==> src/rtl/image_draw_ctl_if.sv <==
`default_nettype none
// ============================================================================
// image_draw_ctl_if : pixel timing, background colour, sprite position and
//                     ROM bus bundle for image_draw_ctl
// Revision: 1.0
// ============================================================================
interface image_draw_ctl_if;
  logic [10:0] hcount_in;
  logic [10:0] vcount_in;
  logic        hsync_in;
  logic        vsync_in;
  logic        hblnk_in;
  logic        vblnk_in;
  logic [11:0] rgb_in;
  logic [11:0] xpos;
  logic [11:0] ypos;
  logic [11:0] rom_addr;
  logic [11:0] rom_rgb;
  logic [10:0] hcount_out;
  logic [10:0] vcount_out;
  logic        hsync_out;
  logic        vsync_out;
  logic        hblnk_out;
  logic        vblnk_out;
  logic [11:0] rgb_out;

  modport master (
    output hcount_in, vcount_in, hsync_in, vsync_in, hblnk_in, vblnk_in,
    output rgb_in, xpos, ypos, rom_rgb,
    input  rom_addr, hcount_out, vcount_out, hsync_out, vsync_out,
    input  hblnk_out, vblnk_out, rgb_out
  );

  modport slave (
    input  hcount_in, vcount_in, hsync_in, vsync_in, hblnk_in, vblnk_in,
    input  rgb_in, xpos, ypos, rom_rgb,
    output rom_addr, hcount_out, vcount_out, hsync_out, vsync_out,
    output hblnk_out, vblnk_out, rgb_out
  );
endinterface
`default_nettype wire

==> src/rtl/image_draw_ctl.sv <==
`default_nettype none
// ============================================================================
// image_draw_ctl : overlays a 64x64 ROM sprite with colour-key transparency
//                  on a video stream, two-clock pipeline
// Revision: 1.0
// ============================================================================
module image_draw_ctl #(
  parameter logic [11:0] XPOS_RST = 12'd0,
  parameter logic [11:0] YPOS_RST = 12'd0,
  parameter logic [11:0] KEY_RGB  = 12'hF0F
) (
  input  logic             clk,
  input  logic             rst_n,
  image_draw_ctl_if.slave  bus
);

  localparam logic [12:0] C_SPRITE_SIZE = 13'd64;

  logic [11:0] r_xpos_l;
  logic [11:0] r_ypos_l;
  logic        r_vblnk_prev;

  logic [10:0] r_hcount1, r_vcount1;
  logic        r_hsync1, r_vsync1, r_hblnk1, r_vblnk1;
  logic [11:0] r_rgb1;
  logic        r_win1;
  logic [11:0] r_rom_addr;

  logic [10:0] r_hcount2, r_vcount2;
  logic        r_hsync2, r_vsync2, r_hblnk2, r_vblnk2;
  logic [11:0] r_rgb2;

  logic [12:0] w_h13, w_v13, w_x13, w_y13;
  logic        w_in_win;
  logic [5:0]  w_col;
  logic [5:0]  w_row;
  logic [11:0] w_pix;

  // 13-bit compare keeps xpos_l+64 from wrapping near the top of the range
  assign w_h13    = {2'b00, bus.hcount_in};
  assign w_v13    = {2'b00, bus.vcount_in};
  assign w_x13    = {1'b0, r_xpos_l};
  assign w_y13    = {1'b0, r_ypos_l};
  assign w_in_win = (w_h13 >= w_x13) && (w_h13 < w_x13 + C_SPRITE_SIZE) &&
                    (w_v13 >= w_y13) && (w_v13 < w_y13 + C_SPRITE_SIZE);

  // Low six bits of the offset depend only on the low six bits of the operands
  assign w_col = bus.hcount_in[5:0] - r_xpos_l[5:0];
  assign w_row = bus.vcount_in[5:0] - r_ypos_l[5:0];

  always_ff @(posedge clk or negedge rst_n) begin
    if (!rst_n) begin
      r_xpos_l     <= XPOS_RST;
      r_ypos_l     <= YPOS_RST;
      r_vblnk_prev <= 1'b0;
    end else begin
      r_vblnk_prev <= bus.vblnk_in;
      if (bus.vblnk_in && !r_vblnk_prev) begin
        r_xpos_l <= bus.xpos;
        r_ypos_l <= bus.ypos;
      end
    end
  end

  always_ff @(posedge clk or negedge rst_n) begin
    if (!rst_n) begin
      r_hcount1  <= '0;
      r_vcount1  <= '0;
      r_hsync1   <= 1'b0;
      r_vsync1   <= 1'b0;
      r_hblnk1   <= 1'b0;
      r_vblnk1   <= 1'b0;
      r_rgb1     <= '0;
      r_win1     <= 1'b0;
      r_rom_addr <= '0;
    end else begin
      r_hcount1  <= bus.hcount_in;
      r_vcount1  <= bus.vcount_in;
      r_hsync1   <= bus.hsync_in;
      r_vsync1   <= bus.vsync_in;
      r_hblnk1   <= bus.hblnk_in;
      r_vblnk1   <= bus.vblnk_in;
      r_rgb1     <= bus.rgb_in;
      r_win1     <= w_in_win;
      r_rom_addr <= w_in_win ? {w_row, w_col} : 12'h000;
    end
  end

  always_comb begin
    w_pix = r_rgb1;
    if (r_hblnk1 || r_vblnk1)
      w_pix = 12'h000;
    else if (r_win1 && (bus.rom_rgb != KEY_RGB))
      w_pix = bus.rom_rgb;
  end

  always_ff @(posedge clk or negedge rst_n) begin
    if (!rst_n) begin
      r_hcount2 <= '0;
      r_vcount2 <= '0;
      r_hsync2  <= 1'b0;
      r_vsync2  <= 1'b0;
      r_hblnk2  <= 1'b0;
      r_vblnk2  <= 1'b0;
      r_rgb2    <= '0;
    end else begin
      r_hcount2 <= r_hcount1;
      r_vcount2 <= r_vcount1;
      r_hsync2  <= r_hsync1;
      r_vsync2  <= r_vsync1;
      r_hblnk2  <= r_hblnk1;
      r_vblnk2  <= r_vblnk1;
      r_rgb2    <= w_pix;
    end
  end

  assign bus.rom_addr   = r_rom_addr;
  assign bus.hcount_out = r_hcount2;
  assign bus.vcount_out = r_vcount2;
  assign bus.hsync_out  = r_hsync2;
  assign bus.vsync_out  = r_vsync2;
  assign bus.hblnk_out  = r_hblnk2;
  assign bus.vblnk_out  = r_vblnk2;
  assign bus.rgb_out    = r_rgb2;

endmodule
`default_nettype wire

==> src/flat_wrapper.sv <==
// flat-port wrapper written by rule: the top's interface ports become plain ports
module image_draw_ctl_flat 
#(
  parameter logic [11:0] XPOS_RST = 12'd0,
  parameter logic [11:0] YPOS_RST = 12'd0,
  parameter logic [11:0] KEY_RGB  = 12'hF0F
)
  (clk, rst_n, bus_hcount_in, bus_vcount_in, bus_hsync_in, bus_vsync_in, bus_hblnk_in, bus_vblnk_in, bus_rgb_in, bus_xpos, bus_ypos, bus_rom_rgb, bus_rom_addr, bus_hcount_out, bus_vcount_out, bus_hsync_out, bus_vsync_out, bus_hblnk_out, bus_vblnk_out, bus_rgb_out);
  image_draw_ctl_if bus_i ();
  input  logic clk;
  input  logic rst_n;
  input wire logic [$bits(bus_i.hcount_in)-1:0] bus_hcount_in;
  input wire logic [$bits(bus_i.vcount_in)-1:0] bus_vcount_in;
  input wire logic [$bits(bus_i.hsync_in)-1:0] bus_hsync_in;
  input wire logic [$bits(bus_i.vsync_in)-1:0] bus_vsync_in;
  input wire logic [$bits(bus_i.hblnk_in)-1:0] bus_hblnk_in;
  input wire logic [$bits(bus_i.vblnk_in)-1:0] bus_vblnk_in;
  input wire logic [$bits(bus_i.rgb_in)-1:0] bus_rgb_in;
  input wire logic [$bits(bus_i.xpos)-1:0] bus_xpos;
  input wire logic [$bits(bus_i.ypos)-1:0] bus_ypos;
  input wire logic [$bits(bus_i.rom_rgb)-1:0] bus_rom_rgb;
  output wire logic [$bits(bus_i.rom_addr)-1:0] bus_rom_addr;
  output wire logic [$bits(bus_i.hcount_out)-1:0] bus_hcount_out;
  output wire logic [$bits(bus_i.vcount_out)-1:0] bus_vcount_out;
  output wire logic [$bits(bus_i.hsync_out)-1:0] bus_hsync_out;
  output wire logic [$bits(bus_i.vsync_out)-1:0] bus_vsync_out;
  output wire logic [$bits(bus_i.hblnk_out)-1:0] bus_hblnk_out;
  output wire logic [$bits(bus_i.vblnk_out)-1:0] bus_vblnk_out;
  output wire logic [$bits(bus_i.rgb_out)-1:0] bus_rgb_out;
  assign bus_i.hcount_in = bus_hcount_in;
  assign bus_i.vcount_in = bus_vcount_in;
  assign bus_i.hsync_in = bus_hsync_in;
  assign bus_i.vsync_in = bus_vsync_in;
  assign bus_i.hblnk_in = bus_hblnk_in;
  assign bus_i.vblnk_in = bus_vblnk_in;
  assign bus_i.rgb_in = bus_rgb_in;
  assign bus_i.xpos = bus_xpos;
  assign bus_i.ypos = bus_ypos;
  assign bus_i.rom_rgb = bus_rom_rgb;
  assign bus_rom_addr = bus_i.rom_addr;
  assign bus_hcount_out = bus_i.hcount_out;
  assign bus_vcount_out = bus_i.vcount_out;
  assign bus_hsync_out = bus_i.hsync_out;
  assign bus_vsync_out = bus_i.vsync_out;
  assign bus_hblnk_out = bus_i.hblnk_out;
  assign bus_vblnk_out = bus_i.vblnk_out;
  assign bus_rgb_out = bus_i.rgb_out;
  image_draw_ctl #(.XPOS_RST(XPOS_RST), .YPOS_RST(YPOS_RST), .KEY_RGB(KEY_RGB)) u_core (.clk(clk), .rst_n(rst_n), .bus(bus_i));
endmodule
==> config.mk <==
export PLATFORM = sky130hd
export DESIGN_NAME = image_draw_ctl_flat
export DESIGN_NICKNAME = d
export VERILOG_FILES = /design/src/rtl/image_draw_ctl_if.sv /design/src/rtl/image_draw_ctl.sv /design/src/flat_wrapper.sv
export SDC_FILE = /design/constraint.sdc
export NUM_CORES = 1
export LEC_CHECK = 0
export BUFFER_PORTS_ARGS = -buffer_cell sky130_fd_sc_hd__buf_2
export CORE_MARGIN = 5
export CORE_UTILIZATION = 35
export CTS_BUF_LIST = sky130_fd_sc_hd__clkbuf_8
export CTS_CLUSTER_DIAMETER = 50
export DETAILED_ROUTE_END_ITERATION = 8
export SLEW_MARGIN = 5
export SYNTH_ARGS = -nofsm -noshare
export SYNTH_HDL_FRONTEND = slang
export SYNTH_SLANG_ARGS = --single-unit
==> constraint.sdc <==
create_clock -name clk -period 2.7 [get_ports clk]
set_clock_uncertainty 0.1 [all_clocks]
set_input_delay 0.27 -clock clk [delete_from_list [all_inputs] [get_ports clk]]
set_output_delay 0.27 -clock clk [all_outputs]
set_load 0.01 [all_outputs]
==> results of run 1 <==
## cells in the final DEF, fill, tap and decap left out, types with 4 or more instances in the layout
cell | Yosys | final
a21oi_1 | 14 | 13
buf_2 | 1 | 122
buf_4 | 0 | 13
bufinv_16 | 0 | 4
clkbuf_8 | 0 | 19
dfrtp_1 | 113 | 113
dlygate4sd3_1 | 0 | 75
ha_1 | 34 | 30
inv_1 | 28 | 29
mux2_2 | 4 | 4
mux2i_1 | 10 | 10
nand2_1 | 31 | 31
nand2b_1 | 5 | 5
nand3_1 | 5 | 4
nand4b_1 | 6 | 6
nor2_1 | 25 | 25
nor2b_1 | 5 | 4
o21ai_0 | 25 | 25
xnor2_1 | 10 | 9
## critical path, cell delays in order
cell and delay (ns):
dlygate4sd3_1 0.54, buf_2 0.15, ha_1 0.30, nor2b_1 0.15, o31ai_2 0.24, a21oi_1 0.17
a31oi_1 0.24, or4b_4 0.50, buf_6 0.14, and3b_1 0.21
## layer usage
| metal | track usage | vias to the layer above | wire length [um] |
|---|---|---|---|
| li1 | - | 1695 | - |
| met1 | 0.182 | 1670 | 4720 |
| met2 | 0.251 | 98 | 5530 |
| met3 | 0.0477 | 16 | 635 |
| met4 | 0.0685 | 0 | 231 |
| met5 | 0 | - | 0 |
## power groups by stage
stage               clock, uW  sequential, uW  combinational [uW]
finish                   1700            1860                 789
global route             1830            1880                 891
CTS                      1740            1860                 751
detailed placement          0            1890                 661
global placement            0            1890                 653
floorplan                   0            1900                 387
## sequential cells by signal (all words and copies together), names as in the netlist
signal,cells
u_core.bus.hblnk_out,1
u_core.r_xpos_l,12
u_core.bus.vcount_out,11
u_core.r_vsync1,1
u_core.r_rgb1,12
u_core.bus.vblnk_out,1
u_core.r_ypos_l,12
u_core.bus.hsync_out,1
u_core.bus.rgb_out,12
u_core.r_win1,1
u_core.r_vcount1,11
u_core.bus.hcount_out,11
u_core.r_vblnk_prev,1
u_core.r_hblnk1,1
u_core.r_hsync1,1
u_core.r_hcount1,11
u_core.bus.rom_addr,12
u_core.bus.vsync_out,1
## metrics by stage
| step | hold slack [ns] | std cells | total power, uW |
|---|---|---|---|
| after global routing | 0.254 | 773 | 4600 |
| final | 0.248 | 773 | 4350 |
| after global placement | 0.210 | 664 | 2540 |
| after CTS | 0.249 | 771 | 4360 |
| after detailed placement | 0.216 | 664 | 2560 |
| after floorplan | -0.126 | 364 | 2290 |
## kinds of logic (layout without fill, tap and decap cells)
family,Yosys count,after routing
flip-flops,113,113
buffers and inverters,36,273
XOR/XNOR,11,11
AO/OA/AOI/OAI,61,61
AND/OR/NAND/NOR,93,93
adder cells (fa/ha/maj),36,36
multiplexers,14,14
## repair_timing
action,CTS,global route
setup endpoints to repair,0,11
buffers inserted,0,3
hold buffers,75,1
hold endpoints to repair,118,1
gates resized for setup,0,22
## layout make-up
type	count	area, um^2
Tap cell	172	215
Fill cell	1108	5950
Sequential cell	113	2830
Timing Repair Buffer	213	1490
Inverter	28	105
Multi-Input combinational cell	215	1650
Clock inverter	13	169
Clock buffer	19	262
## final timing paths
path,slack (ns),from,depth (start not counted),endpoint
max,0.05,bus_hcount_in[1],10,u_core.bus.rom_addr[3]$_DFF_PN0_
min,0.25,u_core.r_vcount1[3]$_DFF_PN0_,0,u_core.bus.vcount_out[3]$_DFF_PN0_
max reg2reg,0.06,u_core.r_xpos_l[0]$_DFFE_PN0P_,10,u_core.bus.rom_addr[3]$_DFF_PN0_
min reg2reg,0.25,u_core.r_vcount1[3]$_DFF_PN0_,0,u_core.bus.vcount_out[3]$_DFF_PN0_
max in group asynchronous,1.42,rst_n,3,u_core.r_ypos_l[2]$_DFFE_PN0P_
min in group asynchronous,0.29,rst_n,2,u_core.r_hcount1[2]$_DFF_PN0_
==> flow_metrics.env, run 1 <==
export IMPL_drv_cap=0
export IMPL_pin_count=126
export IMPL_slew_limit_headroom=0.537
export IMPL_clkTransAtPathRegs_ns=0.07
export IMPL_n_antenna_cell=0
export IMPL_p_comb_frac=0.181
export IMPL_syn_nets=476
export IMPL_outcome="finished clean"
export IMPL_htreeDepth=4
export IMPL_yosysUniqueCellTypes=43
export IMPL_synth_simple_gate_area_frac=0.104
export IMPL_grtUsageTotal=0.152
export IMPL_die_area_mm2=0.0153
export IMPL_hp_class="register to register"
export IMPL_ys_seq_area_frac=0.625
export IMPL_cts_path_max_buffers=2
export IMPL_die_w_um=124
export IMPL_drc_errors=0
export IMPL_insertion_delay_ns=0.43
export IMPL_antenna_found_initial=0
export IMPL_yosys_top_cells_area="dfrtp_1 (62%), ha_1 (9.4%), o21ai_0 (2.8%)"
export IMPL_synthAdderAreaFrac=0.103
export IMPL_powerDensity_mw_per_mm2=647
export IMPL_place_ws_ns=0.0328
export IMPL_path_max_fanout=5
export IMPL_drive_gt1_frac=0.324
export IMPL_synth_compound_area_frac=0.0832
export IMPL_synth_most_common_cell="dfrtp_1"
export IMPL_post_route_util=0.530
export IMPL_syn_area_per_cell_um2=12.4
export IMPL_critPathCaptureType="register"
export IMPL_intPower_uw=3240
export IMPL_ys_flop_type="dfrtp_1"
export IMPL_die_y_um=124
export IMPL_period_minus_slack_ns=2.65
export IMPL_finalHoldViolCount=0
export IMPL_placed_cell_area_mm2=0.00542
export IMPL_synth_commonest_cells="dfrtp_1 (113), ha_1 (34), nand2_1 (31), inv_1 (28)"
export IMPL_fin_ws_ns=0.0488
export IMPL_ir_drop_mv=0.325
export IMPL_overflow=0
export IMPL_wirelength_mm=11.1
export IMPL_synth_top_area_frac=0.625
export IMPL_switching_share=0.256
export IMPL_via_count=3479
export IMPL_syn_cell_area_mm2=0.00453
export IMPL_grt_max_degree=48
export IMPL_wl_per_cell_um=14.4
export IMPL_grt_pass1_vias=3654
export IMPL_numPortBuffers=125
export IMPL_period_share=0.982
export IMPL_synth_xor_area_share=0.0213
export IMPL_setup_viol=0
export IMPL_viasPerCell=4.50
export IMPL_p_clk_frac=0.390
export IMPL_grt_pass1_wl_mm=17.5
export IMPL_cp_required_ns=2.97
export IMPL_p_leak_uw=0.00332
export IMPL_postSynth_asyncResetShare=1.00
export IMPL_clockRootBuffer="clkbuf_8"
export IMPL_ys_ff_latch=113
export IMPL_max_freq_mhz=377
export IMPL_nets=700
export IMPL_synthToLayoutAreaGrowth_pct=48.5
export IMPL_detail_route_antenna_nets=0
export IMPL_worstMarginPinSlew_ns=0.691
export IMPL_crit_type="input port to register"
export IMPL_start_kind="input port"
export IMPL_p_switching_uw=1120
export IMPL_power_frac_seq=0.428
export IMPL_rsz0062_at_grt="yes"
export IMPL_drtIter0Drc=203
export IMPL_coreArea_mm2=0.0127
export IMPL_synth_top_family_by_area="simple AND/OR/NAND/NOR gates"
export IMPL_final_max_slew_viol_count=0
export IMPL_synth_edf_count=0
export IMPL_muxShareOfSynthArea=0.0321
export IMPL_ys_warn_count=0
export IMPL_floorplan_initialDensity=0.357
export IMPL_num_rows=41
export IMPL_tritoncts="built"
export IMPL_dr_pass1_iters=4
export IMPL_setup_tns_ns=0
export IMPL_cts_buffers=17
export IMPL_synth_cells=364
export IMPL_arrival_ns=2.92
export IMPL_cts_sinks=113
export IMPL_gp_congestion=0.821
export IMPL_final_area_mm2=0.00672
export IMPL_dp_hpwl_mm=7.85
export IMPL_yosysTopAreaCell="dfrtp_1"
No activity file was read; power rests on OpenSTA's default activity.
==> inputs of run 2 (changes only) <==
--- a/config.mk
+++ b/config.mk
@@ -8,7 +8,7 @@
 export BUFFER_PORTS_ARGS = -buffer_cell sky130_fd_sc_hd__buf_2
 export CORE_MARGIN = 5
 export CORE_UTILIZATION = 35
-export CTS_BUF_LIST = sky130_fd_sc_hd__clkbuf_8
+export CTS_BUF_LIST = sky130_fd_sc_hd__clkbuf_16
 export CTS_CLUSTER_DIAMETER = 50
 export DETAILED_ROUTE_END_ITERATION = 8
 export SLEW_MARGIN = 5
==> run 2 against run 1 <==
Register-to-register slack gained 0.02 ns. Flip-flop and latch count unchanged. Combinational power rose by 0.6%. Critical path depth is 2 lower. Cell count down 1.2%. Via count is essentially flat. Worst hold slack worse by 0.25 ns. Critical path type is now register to register.
==> flow_metrics.env, run 2 (synthesis gave the netlist of run 1 again) <==
export IMPL_outcome="finished clean"
export IMPL_regToRegStartpoint="u_core.r_xpos_l[6]$_DFFE_PN0P_"
export IMPL_die_w_um=124
export IMPL_p_switching_uw=1210
export IMPL_arrival_ns=2.87
export IMPL_fin_ws_ns=0.0751
export IMPL_insertion_delay_ns=0.41
export IMPL_setup_tns_ns=0
export IMPL_numPortBuffers=125
export IMPL_post_route_util=0.538
export IMPL_floorplan_initialDensity=0.357
export IMPL_dr_pass1_iters=4
export IMPL_n_fill_cell=1093
export IMPL_drive_gt1_frac=0.329
export IMPL_grt_max_degree=48
export IMPL_final_max_slew_viol_count=0
export IMPL_drtIter0Drc=209
export IMPL_rrSetupSlack_ns=0.08
export IMPL_powerDensity_mw_per_mm2=721
export IMPL_pin_count=126
export IMPL_antenna_found_initial=0
export IMPL_period_share=0.972
export IMPL_overflow=0
export IMPL_worstMarginPinSlew_ns=0.727
export IMPL_cts_buffers=17
export IMPL_period_minus_slack_ns=2.62
export IMPL_setup_viol=0
export IMPL_tritoncts="built"
export IMPL_switching_share=0.245
export IMPL_coreArea_mm2=0.0127
export IMPL_cts_path_max_buffers=2
export IMPL_htreeDepth=4
export IMPL_power_frac_seq=0.379
export IMPL_die_area_mm2=0.0153
export IMPL_num_rows=41
export IMPL_p_clk_frac=0.459
export IMPL_max_freq_mhz=381
export IMPL_hold_slack_ns=0.00175
export IMPL_viasPerCell=4.56
export IMPL_crit_type="register to register"
export IMPL_die_y_um=124
export IMPL_wl_per_cell_um=14.6
export IMPL_ir_drop_mv=0.382
export IMPL_clockRootBuffer="clkbuf_16"
export IMPL_dp_hpwl_mm=7.85
export IMPL_via_count=3482
export IMPL_reg2reg_to="u_core.bus.rom_addr[3]$_DFF_PN0_"
export IMPL_n_antenna_cell=0
export IMPL_nets=691
export IMPL_p_leak_uw=0.00336
export IMPL_grt_pass1_vias=3625
export IMPL_wirelength_mm=11.1
export IMPL_p_comb_frac=0.161
export IMPL_hold_depth=1
export IMPL_hold_end="u_core.r_vcount1[0]$_DFF_PN0_"
export IMPL_finalHoldViolCount=0
export IMPL_place_ws_ns=0.0328
export IMPL_hp_start="bus_vcount_in[0]"
export IMPL_final_common_cell="buf_2"
export IMPL_detail_route_antenna_nets=0
export IMPL_final_area_mm2=0.00682
export IMPL_worstRegToRegCells=8
export IMPL_drv_cap=0
export IMPL_slew_limit_headroom=0.513
export IMPL_grt_pass1_wl_mm=17.5
export IMPL_path_max_fanout=5
export IMPL_grtUsageTotal=0.152
export IMPL_placed_cell_area_mm2=0.00542
export IMPL_cp_required_ns=2.95
export IMPL_drc_errors=0
export IMPL_hp_class="input port to register"
export IMPL_critPathCaptureType="register"
export IMPL_intPower_uw=3720
export IMPL_synthToLayoutAreaGrowth_pct=50.8
export IMPL_gp_congestion=0.821
export IMPL_cts_sinks=113
export IMPL_final_cell_mix="buf_2 (123), dfrtp_1 (113), dlygate4sd3_1 (64)"
export IMPL_clkTransAtPathRegs_ns=0.05
export IMPL_start_kind="register"
run 2: changes by cell type in the layout (fill, tap and decap cells not counted), sizes merged:
cell         change
clkbuf           -2
clkinv           +2
dlygate4sd3     -11
buf              +2
run 2: how the worst max path moves through the flow:
stage,slack [ns],startpoint,depth (start not counted),to
global route,-0.02,bus_vcount_in[8],10,u_core.bus.rom_addr[3]$_DFF_PN0_
global placement,0.13,u_core.r_xpos_l[6]$_DFFE_PN0P_,8,u_core.bus.rom_addr[3]$_DFF_PN0_
floorplan,0.24,u_core.r_xpos_l[6]$_DFFE_PN0P_,8,u_core.bus.rom_addr[9]$_DFF_PN0_
finish,0.08,u_core.r_xpos_l[6]$_DFFE_PN0P_,8,u_core.bus.rom_addr[3]$_DFF_PN0_
detailed placement,0.03,u_core.r_xpos_l[6]$_DFFE_PN0P_,8,u_core.bus.rom_addr[3]$_DFF_PN0_
CTS,0.006,bus_vcount_in[0],13,u_core.bus.rom_addr[3]$_DFF_PN0_
run 2: layout make-up:
class                      count  area, um^2  area share
inverter                      28         105      0.0154
timing repair buffer         204        1400       0.205
sequential                   113        2830       0.414
clock inverter                15         176      0.0259
clock buffer                  17         425      0.0624
multi-input combinational    215        1680       0.246
tap                          172         215      0.0315
run 2: critical path, stage by stage, from the launching register on:
cell and delay (ns):
dfrtp_1 0.41, and3_4 0.21, xnor2_2 0.13, ha_1 0.30, or3_1 0.35, o2111a_1 0.16, or4b_4 0.56, buf_6 0.14
and3b_1 0.21
run 2: metrics by stage:
step,std cells,total power [uW]
after floorplan,364,2290
after global placement,664,2540
after detailed placement,664,2560
after CTS,761,4910
after global routing,764,5170
final,764,4920
run 2: power groups by stage:
stage	combinational, uW	sequential (uW)	clock (uW)
2_1_floorplan	387	1900	0
3_3_place_gp	653	1890	0
3_5_place_dp	661	1890	0
4_1_cts	740	1870	2300
5_1_grt	895	1880	2390
6_report	794	1870	2260
run 2: repair_timing:
action / in CTS / in global routing
endpoints found under the setup margin: 0 / 11
gates resized for setup: 0 / 24
hold endpoints to repair: 108 / 0
hold buffers: 65 / 0
buffers inserted: 0 / 4
run 2: metal layers:
layer	up-vias	wire [um]	global-route usage
li1	1682	-	-
met1	1675	4730	0.182
met2	100	5420	0.245
met3	25	654	0.0477
met4	0	313	0.0810
met5	-	0	0
==> inputs of run 3 (changes only) <==
--- a/config.mk
+++ b/config.mk
@@ -6,7 +6,7 @@
 export NUM_CORES = 1
 export LEC_CHECK = 0
 export BUFFER_PORTS_ARGS = -buffer_cell sky130_fd_sc_hd__buf_2
-export CORE_MARGIN = 5
+export CORE_MARGIN = 2
 export CORE_UTILIZATION = 35
 export CTS_BUF_LIST = sky130_fd_sc_hd__clkbuf_16
 export CTS_CLUSTER_DIAMETER = 50
==> run 3 against run 2 <==
Total power down 0.97%. Sequential power about the same. Flip-flop and latch count unchanged. Maximum frequency down 0.67%. Sequential share of layout area up 0.21 points. Global-route usage up 0.65 points. Largest power group unchanged. Count of clock-buffer cells in the layout unchanged. Design area down 0.51%. Clock power down 2%.
==> flow_metrics.env, run 3 (synthesis gave the netlist of run 1 again) <==
export IMPL_final_common_cell="buf_2"
export IMPL_insertion_delay_ns=0.41
export IMPL_outcome="finished clean"
export IMPL_viasPerCell=4.52
export IMPL_max_freq_mhz=378
export IMPL_fin_ws_ns=0.0573
export IMPL_path_max_fanout=6
export IMPL_n_antenna_cell=0
export IMPL_period_share=0.979
export IMPL_drv_cap=0
export IMPL_gp_congestion=0.812
export IMPL_die_y_um=118
export IMPL_place_ws_ns=0.0683
export IMPL_coreArea_mm2=0.0126
export IMPL_grt_max_degree=66
export IMPL_overflow=0
export IMPL_nets=684
export IMPL_die_w_um=118
export IMPL_critPathCaptureType="register"
export IMPL_clkTransAtPathRegs_ns=0.05
export IMPL_finalHoldViolCount=0
export IMPL_p_leak_uw=0.00333
export IMPL_via_count=3421
export IMPL_drtIter0Drc=210
export IMPL_synthToLayoutAreaGrowth_pct=50.0
export IMPL_powerDensity_mw_per_mm2=718
export IMPL_drive_gt1_frac=0.335
export IMPL_wl_per_cell_um=13.7
export IMPL_hold_slack_ns=0.0161
export IMPL_numPortBuffers=125
export IMPL_wirelength_mm=10.4
export IMPL_slew_limit_headroom=0.587
export IMPL_cts_path_max_buffers=2
export IMPL_power_uw=4870
export IMPL_cts_sinks=113
export IMPL_arrival_ns=2.88
export IMPL_pin_count=126
export IMPL_grt_pass1_wl_mm=17.4
export IMPL_clockRootBuffer="clkbuf_16"
export IMPL_dr_pass1_iters=4
export IMPL_floorplan_initialDensity=0.359
export IMPL_final_cell_mix="buf_2 (122), dfrtp_1 (113), dlygate4sd3_1 (58)"
export IMPL_tritoncts="built"
export IMPL_worstMarginPinSlew_ns=0.619
export IMPL_die_area_mm2=0.0139
export IMPL_num_rows=41
export IMPL_antenna_found_initial=0
export IMPL_cts_buffers=17
export IMPL_rsz0062_at_grt="yes"
export IMPL_start_kind="register"
export IMPL_crit_type="register to register"
export IMPL_cp_required_ns=2.94
export IMPL_grtUsageTotal=0.158
export IMPL_dp_hpwl_mm=7.44
export IMPL_final_max_slew_viol_count=0
export IMPL_drc_errors=0
export IMPL_hp_class="input port to register"
export IMPL_grt_pass1_vias=3695
export IMPL_detail_route_antenna_nets=0
export IMPL_ir_drop_mv=0.461
export IMPL_period_minus_slack_ns=2.64
export IMPL_setup_viol=0
export IMPL_htreeDepth=4
run 3: final timing paths:
path	from	end	slack, ns	depth (start not counted)
setup / recovery	u_core.r_xpos_l[6]$_DFFE_PN0P_	u_core.bus.rom_addr[3]$_DFF_PN0_	0.06	8
hold / removal	bus_xpos[0]	u_core.r_xpos_l[0]$_DFFE_PN0P_	0.02	2
setup reg to reg	u_core.r_xpos_l[6]$_DFFE_PN0P_	u_core.bus.rom_addr[3]$_DFF_PN0_	0.06	8
hold reg to reg	u_core.r_vcount1[2]$_DFF_PN0_	u_core.bus.vcount_out[2]$_DFF_PN0_	0.24	0
max in group asynchronous	rst_n	u_core.r_vcount1[3]$_DFF_PN0_	1.40	3
min in group asynchronous	rst_n	u_core.bus.hcount_out[2]$_DFF_PN0_	0.34	2
run 3: area by class of cell:
cell class / instances / area (um^2)
clock buffers: 17 / 425
clock inverters: 15 / 169
fillers: 1113 / 5830
inverters: 28 / 105
multi-input cells: 215 / 1680
flip-flops and latches: 113 / 2830
well taps: 172 / 215
repair buffers: 197 / 1370
run 3: power breakdown:
group          total [uW]  internal, uW  switching, uW  leakage, uW
clock network        2210          1440            773     0.000286
logic                 796           388            407      0.00167
registers            1860          1810           53.5      0.00138
run 3: metrics by stage:
| step | utilization | cell area [um^2] | TNS (ns) | std cells |
|---|---|---|---|---|
| 6_report | 0.538 | 6790 | 0 | 757 |
| 5_1_grt | 0.538 | 6790 | -0.0172 | 757 |
| 4_1_cts | 0.524 | 6610 | 0 | 754 |
| 3_5_place_dp | 0.429 | 5420 | 0 | 662 |
| 3_3_place_gp | 0.429 | 5420 | 0 | 662 |
| 2_1_floorplan | - | 4530 | 0 | 364 |
run 3: repair_timing:
item,4_1_cts,5_1_grt
setup buffers,0,4
hold endpoints to repair,107,0
endpoints found under the setup margin,0,11
resized for setup,0,26
hold buffers,60,0
run 3: layer usage:
layer  global-route usage  share of wire  vias up
li1                     -              -     1668
met1                0.198           0.45     1635
met2                0.261           0.49      104
met3               0.0392          0.046       14
met4               0.0700          0.016        0
met5                    0              0        -
run 3: critical path: stages, from the launching register on:
cell      delay, ns
dfrtp_1        0.41
and3_4         0.21
xnor2_1        0.12
ha_1           0.29
or3_1          0.35
o2111a_1       0.16
or4b_4         0.58
buf_8          0.16
and3b_1        0.20
